[src/rtl/codes_pkg.sv]
// Shared CPU codes: operand width, load/store opcodes and the LSU state encoding.
package codes;

  typedef logic [31:0] size_t;

  typedef enum logic [5:0] {
    OP_LB  = 6'h20,
    OP_LH  = 6'h21,
    OP_LW  = 6'h23,
    OP_LBU = 6'h24,
    OP_LHU = 6'h25,
    OP_SB  = 6'h28,
    OP_SH  = 6'h29,
    OP_SW  = 6'h2B
  } opcode_t;

  typedef enum logic [1:0] {
    IDLE   = 2'd0,
    ACCESS = 2'd1,
    DONE   = 2'd2
  } lsu_state_t;

endpackage

[src/rtl/lsu_lane_align.sv]
// Byte-lane steering for the load/store unit: byte enables, replicated store
// data, load extraction/extension and the alignment check. Purely combinational.
module lsu_lane_align import codes::*; (
  input  opcode_t     opcode,
  input  logic [1:0]  offset,
  input  size_t       store_data,
  input  size_t       read_data,
  output logic [3:0]  byteenable,
  output size_t       writedata,
  output size_t       load_data,
  output logic        misaligned,
  output logic        is_load,
  output logic        is_store
);

  logic [7:0]  byte_lane;
  logic [15:0] half_lane;

  // Decode access size, steer lanes and extend the returned datum.
  always_comb begin
    byteenable = 4'b0000;
    writedata  = '0;
    load_data  = '0;
    misaligned = 1'b0;
    is_load    = 1'b0;
    is_store   = 1'b0;
    byte_lane  = read_data[{offset, 3'b000} +: 8];
    half_lane  = offset[1] ? read_data[31:16] : read_data[15:0];

    case (opcode)
      OP_LB, OP_LBU, OP_SB: begin
        byteenable = 4'b0001 << offset;
        writedata  = {4{store_data[7:0]}};
        load_data  = (opcode == OP_LB) ? {{24{byte_lane[7]}}, byte_lane}
                                        : {24'h0, byte_lane};
        is_load    = (opcode != OP_SB);
        is_store   = (opcode == OP_SB);
      end
      OP_LH, OP_LHU, OP_SH: begin
        byteenable = 4'b0011 << offset;
        writedata  = {2{store_data[15:0]}};
        load_data  = (opcode == OP_LH) ? {{16{half_lane[15]}}, half_lane}
                                        : {16'h0, half_lane};
        misaligned = offset[0];
        is_load    = (opcode != OP_SH);
        is_store   = (opcode == OP_SH);
      end
      OP_LW, OP_SW: begin
        byteenable = 4'b1111;
        writedata  = store_data;
        load_data  = read_data;
        misaligned = (offset != 2'b00);
        is_load    = (opcode == OP_LW);
        is_store   = (opcode == OP_SW);
      end
      default: begin
        // Unknown opcodes complete like a misaligned access, with no bus cycle.
        misaligned = 1'b1;
      end
    endcase
  end

endmodule

[src/rtl/load_store_unit.sv]
// Load/store unit: runs one Avalon-style data-bus transaction per start and
// returns the extended load result. All outputs are registered.
module load_store_unit import codes::*; (
  input  logic        clk,
  input  logic        reset_i,
  input  logic        start_i,
  input  opcode_t     opcode_i,
  input  size_t       effective_address_i,
  input  size_t       store_data_i,
  output logic        busy_o,
  output logic        done_o,
  output logic        misaligned_o,
  output size_t       load_data_o,
  output size_t       avm_address_o,
  output logic        avm_read_o,
  output logic        avm_write_o,
  output logic [3:0]  avm_byteenable_o,
  output size_t       avm_writedata_o,
  input  logic        avm_waitrequest_i,
  input  size_t       avm_readdata_i
);

  lsu_state_t state_q, state_d;
  opcode_t    op_q;
  size_t      addr_q, sdata_q;

  opcode_t    op_sel;
  size_t      addr_sel, sdata_sel;

  logic [3:0] lane_be;
  size_t      lane_wd, lane_ld;
  logic       lane_misaligned, lane_is_load, lane_is_store;

  // In IDLE the lane logic looks at the incoming request so the bus outputs
  // can be registered on the start edge; afterwards it uses the latched copy.
  assign op_sel    = (state_q == IDLE) ? opcode_i            : op_q;
  assign addr_sel  = (state_q == IDLE) ? effective_address_i : addr_q;
  assign sdata_sel = (state_q == IDLE) ? store_data_i        : sdata_q;

  lsu_lane_align u_lane (
    .opcode     (op_sel),
    .offset     (addr_sel[1:0]),
    .store_data (sdata_sel),
    .read_data  (avm_readdata_i),
    .byteenable (lane_be),
    .writedata  (lane_wd),
    .load_data  (lane_ld),
    .misaligned (lane_misaligned),
    .is_load    (lane_is_load),
    .is_store   (lane_is_store)
  );

  // State register.
  always_ff @(posedge clk) begin
    if (!reset_i) state_q <= IDLE;
    else          state_q <= state_d;
  end

  // Request capture; holds the transaction steady for the whole access.
  always_ff @(posedge clk) begin
    if (state_q == IDLE && start_i) begin
      op_q    <= opcode_i;
      addr_q  <= effective_address_i;
      sdata_q <= store_data_i;
    end
  end

  // Next-state logic.
  always_comb begin
    state_d = state_q;
    case (state_q)
      IDLE:    if (start_i) state_d = lane_misaligned ? DONE : ACCESS;
      ACCESS:  if (!avm_waitrequest_i) state_d = DONE;
      DONE:    state_d = IDLE;
      default: state_d = IDLE;
    endcase
  end

  // Registered outputs, derived from the state being entered.
  always_ff @(posedge clk) begin
    if (!reset_i) begin
      busy_o           <= 1'b0;
      done_o           <= 1'b0;
      misaligned_o     <= 1'b0;
      load_data_o      <= '0;
      avm_address_o    <= '0;
      avm_read_o       <= 1'b0;
      avm_write_o      <= 1'b0;
      avm_byteenable_o <= 4'b0000;
      avm_writedata_o  <= '0;
    end else begin
      busy_o       <= (state_d != IDLE);
      done_o       <= (state_d == DONE);
      misaligned_o <= (state_q == IDLE) && start_i && lane_misaligned;

      if (state_d == ACCESS) begin
        avm_read_o       <= lane_is_load;
        avm_write_o      <= lane_is_store;
        avm_address_o    <= {addr_sel[31:2], 2'b00};
        avm_byteenable_o <= lane_be;
        avm_writedata_o  <= lane_is_store ? lane_wd : '0;
      end else begin
        avm_read_o       <= 1'b0;
        avm_write_o      <= 1'b0;
        avm_address_o    <= '0;
        avm_byteenable_o <= 4'b0000;
        avm_writedata_o  <= '0;
      end

      if (state_q == ACCESS && lane_is_load && !avm_waitrequest_i)
        load_data_o <= lane_ld;
    end
  end

endmodule

[config.mk]
export PLATFORM = sky130hd
export DESIGN_NAME = load_store_unit
export DESIGN_NICKNAME = d
export VERILOG_FILES = /design/src/rtl/codes_pkg.sv /design/src/rtl/lsu_lane_align.sv /design/src/rtl/load_store_unit.sv
export SDC_FILE = /design/constraint.sdc
export NUM_CORES = 1
export LEC_CHECK = 0
export CAP_MARGIN = 30
export CORE_ASPECT_RATIO = 0.9
export CORE_MARGIN = 2
export CORE_UTILIZATION = 30
export DETAILED_ROUTE_END_ITERATION = 6
export PLACE_DENSITY_LB_ADDON = 0.1
export SETUP_SLACK_MARGIN = 0.05
export SYNTH_ARGS = -nofsm -noshare
export SYNTH_HDL_FRONTEND = slang
export SYNTH_HIERARCHICAL = 1
export SYNTH_SLANG_ARGS = --single-unit
export TNS_END_PERCENT = 10
[constraint.sdc]
create_clock -name clk -period 6.9 [get_ports clk]
set_input_delay 1.035 -clock clk [delete_from_list [all_inputs] [get_ports clk]]
set_output_delay 1.035 -clock clk [all_outputs]
set_load 0.1 [all_outputs]
After elaboration in Yosys (flattened, before gate mapping)
Index checks and enable logic that the tools add are counted.
W data, S select, Z words.
- register bits after elaboration: 177
- input bits: 106
- output and inout bits: 105
- logic and storage cells: 59
- eq/ne operators: 13
- shift operators: 3
- mux-type cells: 16
- reductions and logical operators: 13
- operators with widths (cell ; count):
    $pmux W32 S3 ; 2
    $mux W32 ; 4
    $eq A6 B6 Y1 const B ; 8
    $shiftx A32 B6 Y8 ; 1
    $mux W16 ; 1
    $ne A6 B6 Y1 const B ; 2
    $pmux W4 S3 ; 1
    $pmux W1 S3 ; 3
    $mux W2 ; 3
    $mux W6 ; 1
    $reduce_or A3 Y1 ; 2
    $eq A2 B1 Y1 const B ; 2
    $logic_and A1 B1 Y1 ; 4
    $pmux W2 S2 ; 1
    $reduce_bool A2 Y1 ; 2
    $shl A1 B2 Y4 const A ; 1
    $shl A2 B2 Y4 const A ; 1
    $reduce_and A3 Y1 ; 1
    $eq A2 B2 Y1 const B ; 1
    $logic_not A2 Y1 ; 1
    $reduce_and A2 Y1 ; 1
    $reduce_or A2 Y1 ; 1
    $logic_not A1 Y1 ; 1

Longest topological paths before layout
- word-level depth: 10
- depth in mapped cells: 16
- depth with buffers taken out: 9

Modules after synthesis
The synthesis kept the hierarchy.
- by module, submodules not included (module ; instances ; cells each ; area each (µm²) ; seq. area each (µm²)):
    load_store_unit ; 1 ; 616 ; 6059.6 ; 4204.0
    lsu_lane_align ; 1 ; 172 ; 1310.0 ; 0.0

Least setup slack after synthesis
OpenSTA, ideal clock, no wires.
- path kind: input to register
- from: input port start_i
- to: register addr_q[0] (enable)
- setup time: 0.436 ns
- data arrival time: 2.686 ns
- data required time: 6.464 ns
- slack: 3.778 ns
- stages on the path: 1
- buffers on the path: 0
- cell sequence: and2_1
- word-level cells in the longest chain between the ends: 1
- ends and longest elaborated chain (element ; RTL line ; text):
    start: declaration ; load_store_unit.sv:6 ; input logic start_i,
    $logic_and A1 B1 Y1 ; load_store_unit.sv:61 ; if (state_q == IDLE && start_i) begin
    end signal: assignment ; load_store_unit.sv:63 ; addr_q <= effective_address_i;
    end: declaration ; load_store_unit.sv:25 ; size_t addr_q, sdata_q;
No other way between the ends.
A chain may end at the register's enable or synchronous reset.

Final worst setup path
- from: input port opcode_i[0]
- to: register avm_address_o[16]
- word-level cells in the longest chain between the ends: 9
- elaborated cells between the ends (all ways): 18
- those cells by class: eq/ne (9); mux (5); reduce/logical (4)
- ends and longest elaborated chain (element ; RTL line ; text):
    start: declaration ; load_store_unit.sv:7 ; input opcode_t opcode_i,
    $mux W6 (*) ; load_store_unit.sv:36 ; assign op_sel = (state_q == IDLE) ? opcode_i : op_q;
    net op_sel[0] ; load_store_unit.sv:27 ; opcode_t op_sel;
    $eq A6 B6 Y1 ; lsu_lane_align.sv:30 ; case (opcode)
    $reduce_or A3 Y1 / $reduce_or A2 Y1 (equally long branches) ; lsu_lane_align.sv:30 ;
    $pmux W1 S3 (*) ; lsu_lane_align.sv:30 ;
    net lane_misaligned ; load_store_unit.sv:32 ; logic lane_misaligned, lane_is_load, lane_is_store;
    $mux W2 (*) (2 in series) ; load_store_unit.sv:72 ; IDLE: if (start_i) state_d = lane_misaligned ? DONE : ACCESS;
    $pmux W2 S2 (*) ; load_store_unit.sv:71 ; case (state_q)
    $eq A2 B1 Y1 (*) ; load_store_unit.sv:96 ; if (state_d == ACCESS) begin
    $reduce_and A2 Y1 (no line) (*) ; n/a ;
    end signal: assignment ; load_store_unit.sv:99 ; avm_address_o <= {addr_sel[31:2], 2'b00};
    end: declaration ; load_store_unit.sv:14 ; output size_t avm_address_o,
The timed path passes the listed nets; every way through them passes the cells marked *.

==> flow_metrics.tcl <==
set metrics [dict create \
    syn_area_per_cell_sq_um 9.352 \
    path_max_fanout 46 \
    grt_max_degree 68 \
    final_cell_area_sq_um 10360 \
    final_common_cell "nand2_1" \
    hold_viol 0 \
    setup_viol_count_final 0 \
    hpwlAfterDp_mm 15.39 \
    path_cells "clkdlybuf4s50_1 > nand2_1 > nand2_1 > nor4b_1 > and2b_1 > o2bb2ai_1 > nor2b_1 > o2111ai_4 > buf_4 > a21oi_1" \
    die_width_um 169.2 \
    max-cap-violations 0 \
    gp_congestion 0.7981 \
    dr.pass1.iters 4 \
    min_from "load_data_o[13]" \
    holdPathStages 2 \
    post_cts_buffers 0 \
    cts_root_buf "clkbuf_16" \
    power_density_nw_per_um2 239.0 \
    synth_cell_types 38 \
    io_buffers 208 \
    ant_nets 0 \
    placedInstanceArea_sq_um 9769 \
    vdd_drop_max_uv 156.4 \
    postCtsResizedCells 0 \
    vias 6074 \
    drc 0 \
    hold_class "flop to flop" \
    first_global_vias 5794 \
    final_util_pct 42.84 \
    critPathTopFamily "simple AND/OR/NAND/NOR gates" \
    netlist_instances 788 \
    cts_buffer_depth 2 \
    power.share.sequential_pct 45.5 \
    cp.required_ns 7.26 \
    min_to "load_data_o[13]" \
    synth_seq_cells 175 \
    clk_pin_slew_ns 0.08 \
    crit_arrival_ns 4.49 \
    grt_first_pass_wirelength_mm 34.00 \
    p_clk_share_pct 38.9 \
    fmax_mhz 241.9 \
    post-route-min-period_ns 4.135 \
    ys_seq_area_share_pct 57.05 \
    hold_buffers 0 \
    worst_skew_pair.late_latency_ns 0.43 \
    cts_tree "yes" \
    synth_warnings 6 \
    htree_levels 4 \
    antenna_found_initial 1 \
    comb_power_share_pct 15.6 \
    rows 54 \
    swShare_pct 29.29 \
    slowest_delay_ns 0.59 \
    whs_ns 0.4487 \
    power.leakage_nw 3.881 \
    yosys-top-cells-area "dfxtp_1, edfxtp_1, nand2_1, nand3_1, mux2_2" \
    yosys_most_used_dff "dfxtp_1" \
    path_common_cell "nand2_1" \
    worstSetupStartpointType "input pin" \
    crit_type "input pin to flop" \
    finClkSkew_ns 0.01769 \
    cts_buffers 17 \
    cp-end-kind "flop" \
    die_y_um 152.7 \
    timing.setup.tns_ns 0 \
    p_int_mw 1.751 \
    reg2reg_depth 10 \
    layout_common_cells "nand2_1, clkdlybuf4s50_1, dfxtp_1, edfxtp_1, nand3_1" \
    async_flop_share_pct 0 \
    slew_headroom_pct 29.37 \
    areaGrowthSynthToFinish_pct 40.61 \
    fin_crit_sh_pct 59.92 \
    status "finished clean" \
    drtIter0Drc 533 \
    power.switching_mw 0.7252 \
    rrSetupSlack_ns 2.84 \
    r2r-end "avm_address_o[16]" \
    overflow 0 \
    rsz0062_at_grt "false" \
    dieArea_sq_um 25840 \
    pin_count 211 \
    syn_area_sq_um 7370 \
    timing.rr.start "state_q[0]" \
    core_sq_um 24190 \
    nNetsFinal 1071 \
    grtUsageTotal_pct 17.01 \
    synth_top_cell_by_area "dfxtp_1" \
    final_layout_size_suffix_gt1_share_pct 8.180 \
    synth_edf_count 70 \
    cts.sinks 175 \
    finalWirelength_mm 22.15 \
    synth_top_area_share_pct 28.52 \
    critical_path.n_buffers_inverters 2 \
    worst_pin_slew_ns 1.056 \
    crit_slowest_cell "nor4b_1" \
    wl_per_cell_um 17.21 \
    slew_violations 0 \
    initial_core_util_pct 30.47 \
    viasPerCell 4.720 \
]
==> state kept, by name, indices dropped and copies added (netlist names), 2 cells and up <==
name and flops:
addr_q 32, avm_address_o 30, avm_byteenable_o 4, avm_writedata_o 32
load_data_o 32, op_q 6, sdata_q 32, state_q 2
==> cell type report <==
type | instances | area (sq um)
Antenna cell | 1 | 2.502
Clock buffer | 17 | 425.4
Clock inverter | 15 | 165.2
Fill cell | 2406 | 13830
Inverter | 9 | 33.78
Multi-Input combinational cell | 539 | 2816
Sequential cell | 175 | 4204
Tap cell | 308 | 385.4
Timing Repair Buffer | 223 | 2330
==> routing by layer <==
| metal | routed length (um) | share of wire [%] | track usage, % |
|---|---|---|---|
| met2 | 9739 | 44 | 25.17 |
| met1 | 11070 | 50 | 25.12 |
| met3 | 1082 | 4.9 | 3.636 |
| met5 | 0 | 0 | 0 |
| met4 | 252 | 1.1 | 4.396 |
==> through the flow <==
step	setup WS [ns]	instances	power [mW]
after floorplan	3.778	789	1.395
after global placement	2.461	1247	1.536
after detailed placement	2.311	1254	1.539
after CTS	2.765	1286	2.503
after global routing	2.376	1287	2.581
final	2.765	1287	2.476
==> power groups by stage <==
stage	Combinational (mW)	Clock, mW	Sequential [mW]
after CTS	0.390	0.986	1.13
after global placement	0.385	0	1.15
after global routing	0.423	1.03	1.13
after detailed placement	0.388	0	1.15
after floorplan	0.206	0	1.19
final	0.387	0.963	1.13
==> cells by family (layout without fill, tap and decap cells) <==
group                  Yosys count  in the layout  synth area share, %
buffers and inverters           75            264                5.212
flip-flops                     175            175                57.05
multiplexers                    27             27                4.228
AND/OR/NAND/NOR                396            396                23.14
AO/OA/AOI/OAI                  114            114                10.32
other                            1              3              0.05088
==> worst max path at each step <==
stage	startpoint	endpoint	slack (ns)	cells after the start
4_1_cts	opcode_i[0]	avm_address_o[16]	2.76	10
6_report	opcode_i[0]	avm_address_o[16]	2.77	10
3_5_place_dp	opcode_i[0]	avm_address_o[16]	2.31	10
3_3_place_gp	opcode_i[0]	avm_address_o[19]	2.46	10
2_1_floorplan	start_i	addr_q[0]	3.78	1
5_1_grt	opcode_i[0]	avm_address_o[16]	2.38	10
==> worst min-delay path, stage by stage (launching register included) <==
cell     delay, ns
dfxtp_1       0.31
nand2_1       0.05
o21ai_1       0.05
==> cells in the mapped netlist (2+ instances only) <==
cell type and count:
mux2_2 23, and3b_1 3, nand3b_1 2, and3_1 8, buf_4 6, nand2b_1 3
o21ai_0 8, nand3_1 65, buf_6 6, buf_2 28, o31ai_1 2, nor2_1 43
a221o_1 14, nand2_1 246, nor2b_1 5, a22o_1 23, and2_1 3, clkbuf_1 25
nor3_1 2, edfxtp_1 70, mux2i_1 3, o21ai_1 28, a21oi_1 33, dfxtp_1 105
inv_1 9, o2bb2ai_1 4, nor3b_1 10
No activity file was read; power rests on OpenSTA's default activity.
